`src/rtl/mul_pipe_pkg.sv`:
```
// Shared widths, exception records and the per-stage payload of the MUL pipeline.
// Every mul_pipe file imports this package.
package mul_pipe_pkg;

    localparam int ROB_ID_WIDTH   = 4;
    localparam int PC_WIDTH       = 32;
    localparam int REG_ADDR_WIDTH = 5;
    localparam int REG_DATA_WIDTH = 32;
    localparam int MUL_NUM_STAGES = 4;

    typedef struct packed {
        logic                xcpt_access_fault;
        logic [PC_WIDTH-1:0] addr;
    } fetch_xcpt_t;

    typedef struct packed {
        logic xcpt_illegal_instr;
    } decode_xcpt_t;

    typedef struct packed {
        logic                xcpt_overflow;
        logic [PC_WIDTH-1:0] addr;
    } mul_xcpt_t;

    typedef struct packed {
        logic                        valid;
        logic [ROB_ID_WIDTH-1:0]     id;
        logic [PC_WIDTH-1:0]         pc;
        logic [REG_ADDR_WIDTH-1:0]   dest;
        logic [REG_DATA_WIDTH-1:0]   a;
        logic [REG_DATA_WIDTH-1:0]   b;
        logic                        op_high;
        logic [2*REG_DATA_WIDTH-1:0] acc;
        fetch_xcpt_t                 xcpt_fetch;
        decode_xcpt_t                xcpt_decode;
    } mul_stage_t;

    function automatic logic has_upstream_xcpt(fetch_xcpt_t f, decode_xcpt_t d);
        return f.xcpt_access_fault | d.xcpt_illegal_instr;
    endfunction

endpackage

```
`src/rtl/mul_pipe_if.sv`:
```
// Issue-side and writeback-side signals of the MUL unit.
// The master modport drives ops in; the slave modport is the pipeline itself.
interface mul_pipe_if import mul_pipe_pkg::*; #(
    parameter int DATA_WIDTH = REG_DATA_WIDTH
);
    logic                      stall_in;
    logic                      flush_in;
    logic                      instr_valid_in;
    logic [ROB_ID_WIDTH-1:0]   instr_id_in;
    logic [PC_WIDTH-1:0]       program_counter_in;
    logic [REG_ADDR_WIDTH-1:0] dest_reg_in;
    logic [DATA_WIDTH-1:0]     src_a_in;
    logic [DATA_WIDTH-1:0]     src_b_in;
    logic                      op_high_in;
    fetch_xcpt_t               xcpt_fetch_in;
    decode_xcpt_t              xcpt_decode_in;

    logic                      instr_valid_out;
    logic [ROB_ID_WIDTH-1:0]   instr_id_out;
    logic [PC_WIDTH-1:0]       program_counter_out;
    logic [REG_ADDR_WIDTH-1:0] dest_reg_out;
    logic [DATA_WIDTH-1:0]     data_result_out;
    fetch_xcpt_t               xcpt_fetch_out;
    decode_xcpt_t              xcpt_decode_out;
    mul_xcpt_t                 xcpt_mul_out;
    logic                      busy_out;

    modport master (
        output stall_in, flush_in, instr_valid_in, instr_id_in, program_counter_in,
               dest_reg_in, src_a_in, src_b_in, op_high_in, xcpt_fetch_in, xcpt_decode_in,
        input  instr_valid_out, instr_id_out, program_counter_out, dest_reg_out,
               data_result_out, xcpt_fetch_out, xcpt_decode_out, xcpt_mul_out, busy_out
    );

    modport slave (
        input  stall_in, flush_in, instr_valid_in, instr_id_in, program_counter_in,
               dest_reg_in, src_a_in, src_b_in, op_high_in, xcpt_fetch_in, xcpt_decode_in,
        output instr_valid_out, instr_id_out, program_counter_out, dest_reg_out,
               data_result_out, xcpt_fetch_out, xcpt_decode_out, xcpt_mul_out, busy_out
    );

endinterface

```
`src/rtl/mul_pipe_stage.sv`:
```
// One multiplier stage: adds the partial product of one C-bit chunk of b into acc
// and registers the whole op record, honouring reset, flush and stall.
module mul_pipe_stage import mul_pipe_pkg::*; #(
    parameter int STAGE_IDX = 0,
    parameter int C         = 8,
    parameter int W         = 32
) (
    input  logic       clock,
    input  logic       reset,
    input  logic       stall,
    input  logic       flush,
    input  mul_stage_t prev,
    output mul_stage_t cur
);

    localparam int W2    = 2 * W;
    localparam int SHIFT = STAGE_IDX * C;

    logic [W2-1:0] b_chunk;
    logic [W2-1:0] partial;
    mul_stage_t    next;

    // Widen before multiplying so the shifted partial product can never wrap.
    always_comb begin
        b_chunk  = W2'(prev.b[SHIFT +: C]);
        partial  = (W2'(prev.a) * b_chunk) << SHIFT;
        next     = prev;
        next.acc = prev.acc + partial;
    end

    // Flush only needs to kill the valid bit; payload of a dead slot is never observed.
    always_ff @(posedge clock) begin
        if (!reset) begin
            cur <= '0;
        end else if (flush) begin
            cur.valid <= 1'b0;
        end else if (!stall) begin
            cur <= next;
        end
    end

endmodule

```
`src/rtl/mul_pipe.sv`:
```
// Registered iterative-chunk unsigned multiplier for the MUL functional unit,
// carrying ROB metadata and exceptions alongside and raising overflow at the end.
module mul_pipe import mul_pipe_pkg::*; #(
    parameter int NUM_STAGES = MUL_NUM_STAGES,
    parameter int DATA_WIDTH = REG_DATA_WIDTH
) (
    input logic         clock,
    input logic         reset,
    mul_pipe_if.slave   bus
);

    localparam int C = DATA_WIDTH / NUM_STAGES;

    generate
        if ((DATA_WIDTH % NUM_STAGES) != 0 || DATA_WIDTH != REG_DATA_WIDTH) begin : g_bad_params
            $error("mul_pipe: DATA_WIDTH must equal REG_DATA_WIDTH and be a multiple of NUM_STAGES");
        end
    endgenerate

    mul_stage_t chain [NUM_STAGES+1];
    mul_stage_t last;
    logic       upstream_xcpt;
    logic       any_valid;

    always_comb begin
        chain[0]             = '0;
        chain[0].valid       = bus.instr_valid_in;
        chain[0].id          = bus.instr_id_in;
        chain[0].pc          = bus.program_counter_in;
        chain[0].dest        = bus.dest_reg_in;
        chain[0].a           = bus.src_a_in;
        chain[0].b           = bus.src_b_in;
        chain[0].op_high     = bus.op_high_in;
        chain[0].xcpt_fetch  = bus.xcpt_fetch_in;
        chain[0].xcpt_decode = bus.xcpt_decode_in;
    end

    generate
        for (genvar k = 0; k < NUM_STAGES; k++) begin : g_stage
            mul_pipe_stage #(
                .STAGE_IDX (k),
                .C         (C),
                .W         (DATA_WIDTH)
            ) u_stage (
                .clock (clock),
                .reset (reset),
                .stall (bus.stall_in),
                .flush (bus.flush_in),
                .prev  (chain[k]),
                .cur   (chain[k+1])
            );
        end
    endgenerate

    always_comb begin
        any_valid = 1'b0;
        for (int k = 1; k <= NUM_STAGES; k++) begin
            any_valid = any_valid | chain[k].valid;
        end
    end

    assign last          = chain[NUM_STAGES];
    assign upstream_xcpt = has_upstream_xcpt(last.xcpt_fetch, last.xcpt_decode);

    // Everything below is a pure function of the last stage register; an op that
    // already faulted upstream yields zero data and never reports overflow.
    assign bus.instr_valid_out          = last.valid;
    assign bus.instr_id_out             = last.id;
    assign bus.program_counter_out      = last.pc;
    assign bus.dest_reg_out             = last.dest;
    assign bus.data_result_out          = upstream_xcpt ? '0 :
                                          last.op_high  ? last.acc[2*DATA_WIDTH-1:DATA_WIDTH]
                                                        : last.acc[DATA_WIDTH-1:0];
    assign bus.xcpt_fetch_out           = last.valid ? last.xcpt_fetch  : '0;
    assign bus.xcpt_decode_out          = last.valid ? last.xcpt_decode : '0;
    assign bus.xcpt_mul_out.xcpt_overflow = last.valid && !last.op_high && !upstream_xcpt &&
                                            (last.acc[2*DATA_WIDTH-1:DATA_WIDTH] != '0);
    assign bus.xcpt_mul_out.addr        = last.pc;
    assign bus.busy_out                 = any_valid;

endmodule

```
`src/flat_wrapper.sv`:
```
// flat-port wrapper written by rule: the top's interface ports become plain ports
module mul_pipe_flat import mul_pipe_pkg::*;
#(
    parameter int NUM_STAGES = MUL_NUM_STAGES,
    parameter int DATA_WIDTH = REG_DATA_WIDTH
)
  (clock, reset, bus_stall_in, bus_flush_in, bus_instr_valid_in, bus_instr_id_in, bus_program_counter_in, bus_dest_reg_in, bus_src_a_in, bus_src_b_in, bus_op_high_in, bus_xcpt_fetch_in, bus_xcpt_decode_in, bus_instr_valid_out, bus_instr_id_out, bus_program_counter_out, bus_dest_reg_out, bus_data_result_out, bus_xcpt_fetch_out, bus_xcpt_decode_out, bus_xcpt_mul_out, bus_busy_out);
  mul_pipe_if #(.DATA_WIDTH(DATA_WIDTH)) bus_i ();
  input logic clock;
  input logic reset;
  input wire logic [$bits(bus_i.stall_in)-1:0] bus_stall_in;
  input wire logic [$bits(bus_i.flush_in)-1:0] bus_flush_in;
  input wire logic [$bits(bus_i.instr_valid_in)-1:0] bus_instr_valid_in;
  input wire logic [$bits(bus_i.instr_id_in)-1:0] bus_instr_id_in;
  input wire logic [$bits(bus_i.program_counter_in)-1:0] bus_program_counter_in;
  input wire logic [$bits(bus_i.dest_reg_in)-1:0] bus_dest_reg_in;
  input wire logic [$bits(bus_i.src_a_in)-1:0] bus_src_a_in;
  input wire logic [$bits(bus_i.src_b_in)-1:0] bus_src_b_in;
  input wire logic [$bits(bus_i.op_high_in)-1:0] bus_op_high_in;
  input wire logic [$bits(bus_i.xcpt_fetch_in)-1:0] bus_xcpt_fetch_in;
  input wire logic [$bits(bus_i.xcpt_decode_in)-1:0] bus_xcpt_decode_in;
  output wire logic [$bits(bus_i.instr_valid_out)-1:0] bus_instr_valid_out;
  output wire logic [$bits(bus_i.instr_id_out)-1:0] bus_instr_id_out;
  output wire logic [$bits(bus_i.program_counter_out)-1:0] bus_program_counter_out;
  output wire logic [$bits(bus_i.dest_reg_out)-1:0] bus_dest_reg_out;
  output wire logic [$bits(bus_i.data_result_out)-1:0] bus_data_result_out;
  output wire logic [$bits(bus_i.xcpt_fetch_out)-1:0] bus_xcpt_fetch_out;
  output wire logic [$bits(bus_i.xcpt_decode_out)-1:0] bus_xcpt_decode_out;
  output wire logic [$bits(bus_i.xcpt_mul_out)-1:0] bus_xcpt_mul_out;
  output wire logic [$bits(bus_i.busy_out)-1:0] bus_busy_out;
  assign bus_i.stall_in = bus_stall_in;
  assign bus_i.flush_in = bus_flush_in;
  assign bus_i.instr_valid_in = bus_instr_valid_in;
  assign bus_i.instr_id_in = bus_instr_id_in;
  assign bus_i.program_counter_in = bus_program_counter_in;
  assign bus_i.dest_reg_in = bus_dest_reg_in;
  assign bus_i.src_a_in = bus_src_a_in;
  assign bus_i.src_b_in = bus_src_b_in;
  assign bus_i.op_high_in = bus_op_high_in;
  assign bus_i.xcpt_fetch_in = bus_xcpt_fetch_in;
  assign bus_i.xcpt_decode_in = bus_xcpt_decode_in;
  assign bus_instr_valid_out = bus_i.instr_valid_out;
  assign bus_instr_id_out = bus_i.instr_id_out;
  assign bus_program_counter_out = bus_i.program_counter_out;
  assign bus_dest_reg_out = bus_i.dest_reg_out;
  assign bus_data_result_out = bus_i.data_result_out;
  assign bus_xcpt_fetch_out = bus_i.xcpt_fetch_out;
  assign bus_xcpt_decode_out = bus_i.xcpt_decode_out;
  assign bus_xcpt_mul_out = bus_i.xcpt_mul_out;
  assign bus_busy_out = bus_i.busy_out;
  mul_pipe #(.NUM_STAGES(NUM_STAGES), .DATA_WIDTH(DATA_WIDTH)) u_core (.clock(clock), .reset(reset), .bus(bus_i));
endmodule
```
`config.mk`:
```
export PLATFORM = sky130hd
export DESIGN_NAME = mul_pipe_flat
export DESIGN_NICKNAME = d
export VERILOG_FILES = /design/src/rtl/mul_pipe_pkg.sv /design/src/rtl/mul_pipe_if.sv /design/src/rtl/mul_pipe_stage.sv /design/src/rtl/mul_pipe.sv /design/src/flat_wrapper.sv
export SDC_FILE = /design/constraint.sdc
export NUM_CORES = 2
export LEC_CHECK = 0
export CAP_MARGIN = 5
export CELL_PAD_IN_SITES_DETAIL_PLACEMENT = 1
export CELL_PAD_IN_SITES_GLOBAL_PLACEMENT = 2
export CORE_MARGIN = 1.5
export CORE_UTILIZATION = 30
export CTS_BUF_LIST = sky130_fd_sc_hd__clkbuf_2
export DETAILED_ROUTE_END_ITERATION = 10
export GPL_ROUTABILITY_DRIVEN = 0
export GPL_TIMING_DRIVEN = 0
export HOLD_SLACK_MARGIN = 0.1
export PLACE_DENSITY = 0.7
export REMOVE_ABC_BUFFERS = 1
export SKIP_CTS_REPAIR_TIMING = 1
export SYNTH_ARGS = -nofsm -noshare
export SYNTH_HDL_FRONTEND = slang
export SYNTH_SLANG_ARGS = --single-unit
```
`constraint.sdc`:
```
create_clock -name clock -period 16.2 [get_ports clock]
set_clock_uncertainty 0.15 [all_clocks]
set_input_delay 3.24 -clock clock [delete_from_list [all_inputs] [get_ports clock]]
set_output_delay 3.24 -clock clock [all_outputs]
set_load 0.01 [all_outputs]
```
==> flow_metrics.env <==
export IMPL_outcome="finished, final reports clean"
export IMPL_critPathMaxStageDelay_ns=1.21
export IMPL_yosysWarningCount=0
export IMPL_largest_reg_flops=662
export IMPL_placed_area_um2=66030
export IMPL_grt_max_degree=147
export IMPL_ir_drop_uv=63.79
export IMPL_start_kind="flip-flop"
export IMPL_total_power_w=0.004746
export IMPL_slew_violations=0
export IMPL_finalSetupViolations=0
export IMPL_start_util=0.3021
export IMPL_drt_iter0_markers=1817
export IMPL_final_common_cell="nand2_1"
export IMPL_nets=8727
export IMPL_clkSlewWorstSetupHoldPaths_ns=0.09
export IMPL_clock_sink_count=662
export IMPL_powerDensity_nw_per_um2=69.59
export IMPL_synth_edf_count=0
export IMPL_grt_setup_unrepaired="no"
export IMPL_insertion_delay_ns=1.73
export IMPL_antenna_found_initial=3
export IMPL_p_int_w=0.002868
export IMPL_largest_register="u_core.g_stage.u_stage.cur"
export IMPL_finalHoldViolations=0
export IMPL_fin_crit_sh=0.5672
export IMPL_slew_headroom=0.1106
export IMPL_critPathCaptureType="flip-flop"
export IMPL_io_pins=287
export IMPL_swShare=0.3958
export IMPL_async_flop_share=0
export IMPL_power_switching_w=0.001879
export IMPL_num_rows=165
export IMPL_synth_area_um2=61120
export IMPL_syn_to_final_growth_pct=11.59
export IMPL_critical_path_class="reg2reg"
export IMPL_syn_area_per_cell_um2=8.177
export IMPL_portBuffers=286
export IMPL_grt_pass1_wl_um=292500
export IMPL_fp_dieH_um=454.4
export IMPL_fin_util=0.3371
export IMPL_firstDrtPassIters=5
export IMPL_ys_ff_latch=662
export IMPL_ant_nets=0
export IMPL_slowest_stage="dfxtp_1"
export IMPL_core_area_um2=202300
export IMPL_avgRoutedWirePerCell_um=17.41
export IMPL_tightest_slew_ns=1.332
export IMPL_p_clk_frac=0.278
export IMPL_fp_dieW_um=454.4
export IMPL_h_tree_depth=4
export IMPL_dp_hpwl_um=137800
export IMPL_wl_um=179800
export IMPL_ys_seq_area_frac=0.2168
export IMPL_cp_common_cell="a21oi_1"
export IMPL_final_cell_mix="nand2_1, a21oi_1, fa_1, and2_1, inv_1"
export IMPL_viasPerCell=4.827
export IMPL_vias=49830
export IMPL_top_regs="u_core.g_stage.u_stage.cur x662"
export IMPL_power_frac_seq=0.380
export IMPL_hp_class="reg2reg"
export IMPL_clockBufferDepth=3
export IMPL_grt_pass1_vias=53674
export IMPL_cts_tree="built"
export IMPL_fmax_mhz=108.8
export IMPL_worst_ep_required_time_ns=17.67
export IMPL_worst_hold_slack_ns=0.1668
export IMPL_grt_overflow=0
export IMPL_route_detailed_drc=0
export IMPL_numCtsBuffers=198
export IMPL_grtUsageTotal=0.1751
export IMPL_crit_arrival_ns=10.66
export IMPL_maxCapViolCount=0
export IMPL_syn_instance_count=7474
export IMPL_synth_top_flop_cell="dfxtp_1"
export IMPL_die_area_um2=206400
export IMPL_ys_types=99
export IMPL_path_max_fanout=33
export IMPL_fin_area_um2=68200
export IMPL_layout_drive_gt1_share=0.05811
export IMPL_p_leak_nw=29.68
export IMPL_p_comb_frac=0.341
export IMPL_cts_root_buffer="clkbuf_2"
export IMPL_finalCriticalPeriod_ns=9.188
## path summary, 6_finish.rpt
check                                          start                                  to  slack (ns)  depth (start not counted)
hold / removal    u_core.g_stage[0].u_stage.cur[127]  u_core.g_stage[1].u_stage.cur[127]        0.17                          2
setup reg to reg  u_core.g_stage[1].u_stage.cur[119]   u_core.g_stage[2].u_stage.cur[88]        7.01                         29
hold reg to reg   u_core.g_stage[0].u_stage.cur[127]  u_core.g_stage[1].u_stage.cur[127]        0.17                          2
setup / recovery  u_core.g_stage[1].u_stage.cur[119]   u_core.g_stage[2].u_stage.cur[88]        7.01                         29
## Yosys cell counts, types with 12 or more instances
library cell | n | area (um^2)
nor3_1 | 33 | 165.2
a21oi_1 | 813 | 4069
nand2b_1 | 28 | 175.2
clkbuf_1 | 388 | 1456
nor2_1 | 174 | 653.1
and3_1 | 31 | 193.9
dfxtp_1 | 662 | 13250
nand2_1 | 1673 | 6280
fa_1 | 723 | 14470
inv_1 | 688 | 2582
a211oi_1 | 47 | 352.8
mux2i_1 | 38 | 380.4
or3_1 | 30 | 187.7
o211ai_1 | 27 | 202.7
a211o_1 | 13 | 113.9
nand3_1 | 70 | 350.3
ha_1 | 355 | 4442
or2_2 | 12 | 75.07
xnor2_1 | 126 | 1104
a21o_1 | 120 | 900.9
a31o_2 | 12 | 105.1
o21ai_0 | 148 | 740.7
nand4_1 | 31 | 193.9
buf_1 | 26 | 97.59
buf_4 | 81 | 608.1
o21bai_1 | 33 | 247.7
nor4_1 | 16 | 100.1
o21a_1 | 31 | 232.7
nor2b_1 | 19 | 118.9
xor2_1 | 82 | 718.2
a31oi_1 | 32 | 200.2
and2_1 | 713 | 4461
## worst max-delay path: cells and delay by family, from the launching register on
kind	cells	cell delay [ns]
buffers and inverters	2	0.09
AND/OR/NAND/NOR	3	0.51
adder cells (fa/ha/maj)	6	2.62
AO/OA/AOI/OAI	16	3.90
flip-flops	1	1.21
XOR/XNOR	2	0.64
## per-stage QoR
step	setup TNS, ns	setup WS [ns]	cells
2_1_floorplan	-4896.54	-11.54	6965
5_1_grt	0	6.508	10321
3_5_place_dp	0	5.747	9963
6_report	0	7.012	10323
4_1_cts	0	6.706	10300
3_3_place_gp	-	-39.50	9923
## power by group through the flow
stage	clock network, W	registers (W)	logic, W
floorplan	0	0.00178	0.00119
global placement	0	0.00185	0.00163
detailed placement	0	0.00184	0.00162
CTS	0.00143	0.00181	0.00164
global route	0.00151	0.00182	0.00186
finish	0.00132	0.00180	0.00162
## cells by family after synthesis
family	synth area share
and+or+nand+nor	0.2197
buffers and inverters	0.07927
muxes	0.006592
AOI/OAI and AO/OA	0.1380
DFF	0.2168
adders and majority gates	0.3095
xor gates and xnor gates	0.03007
## cell type report
| cell class | count | area, um^2 |
|---|---|---|
| fillers | 24230 | 134100 |
| multi-input cells | 5613 | 43030 |
| clock inverters | 59 | 394.1 |
| well taps | 2672 | 3343 |
| flip-flops and latches | 662 | 13270 |
| diodes | 10 | 25.02 |
| repair buffers | 339 | 4154 |
| clock buffers | 278 | 1391 |
| inverters | 690 | 2597 |
## per-layer routing
metal / track usage / part of all wire / wire, um
met4: 0.04583 / 0.020 / 3565
met2: 0.2882 / 0.46 / 83310
met3: 0.02330 / 0.026 / 4667
met5: 0 / 0.000045 / 8
met1: 0.2403 / 0.49 / 88230
No activity file was read; power rests on OpenSTA's default activity.
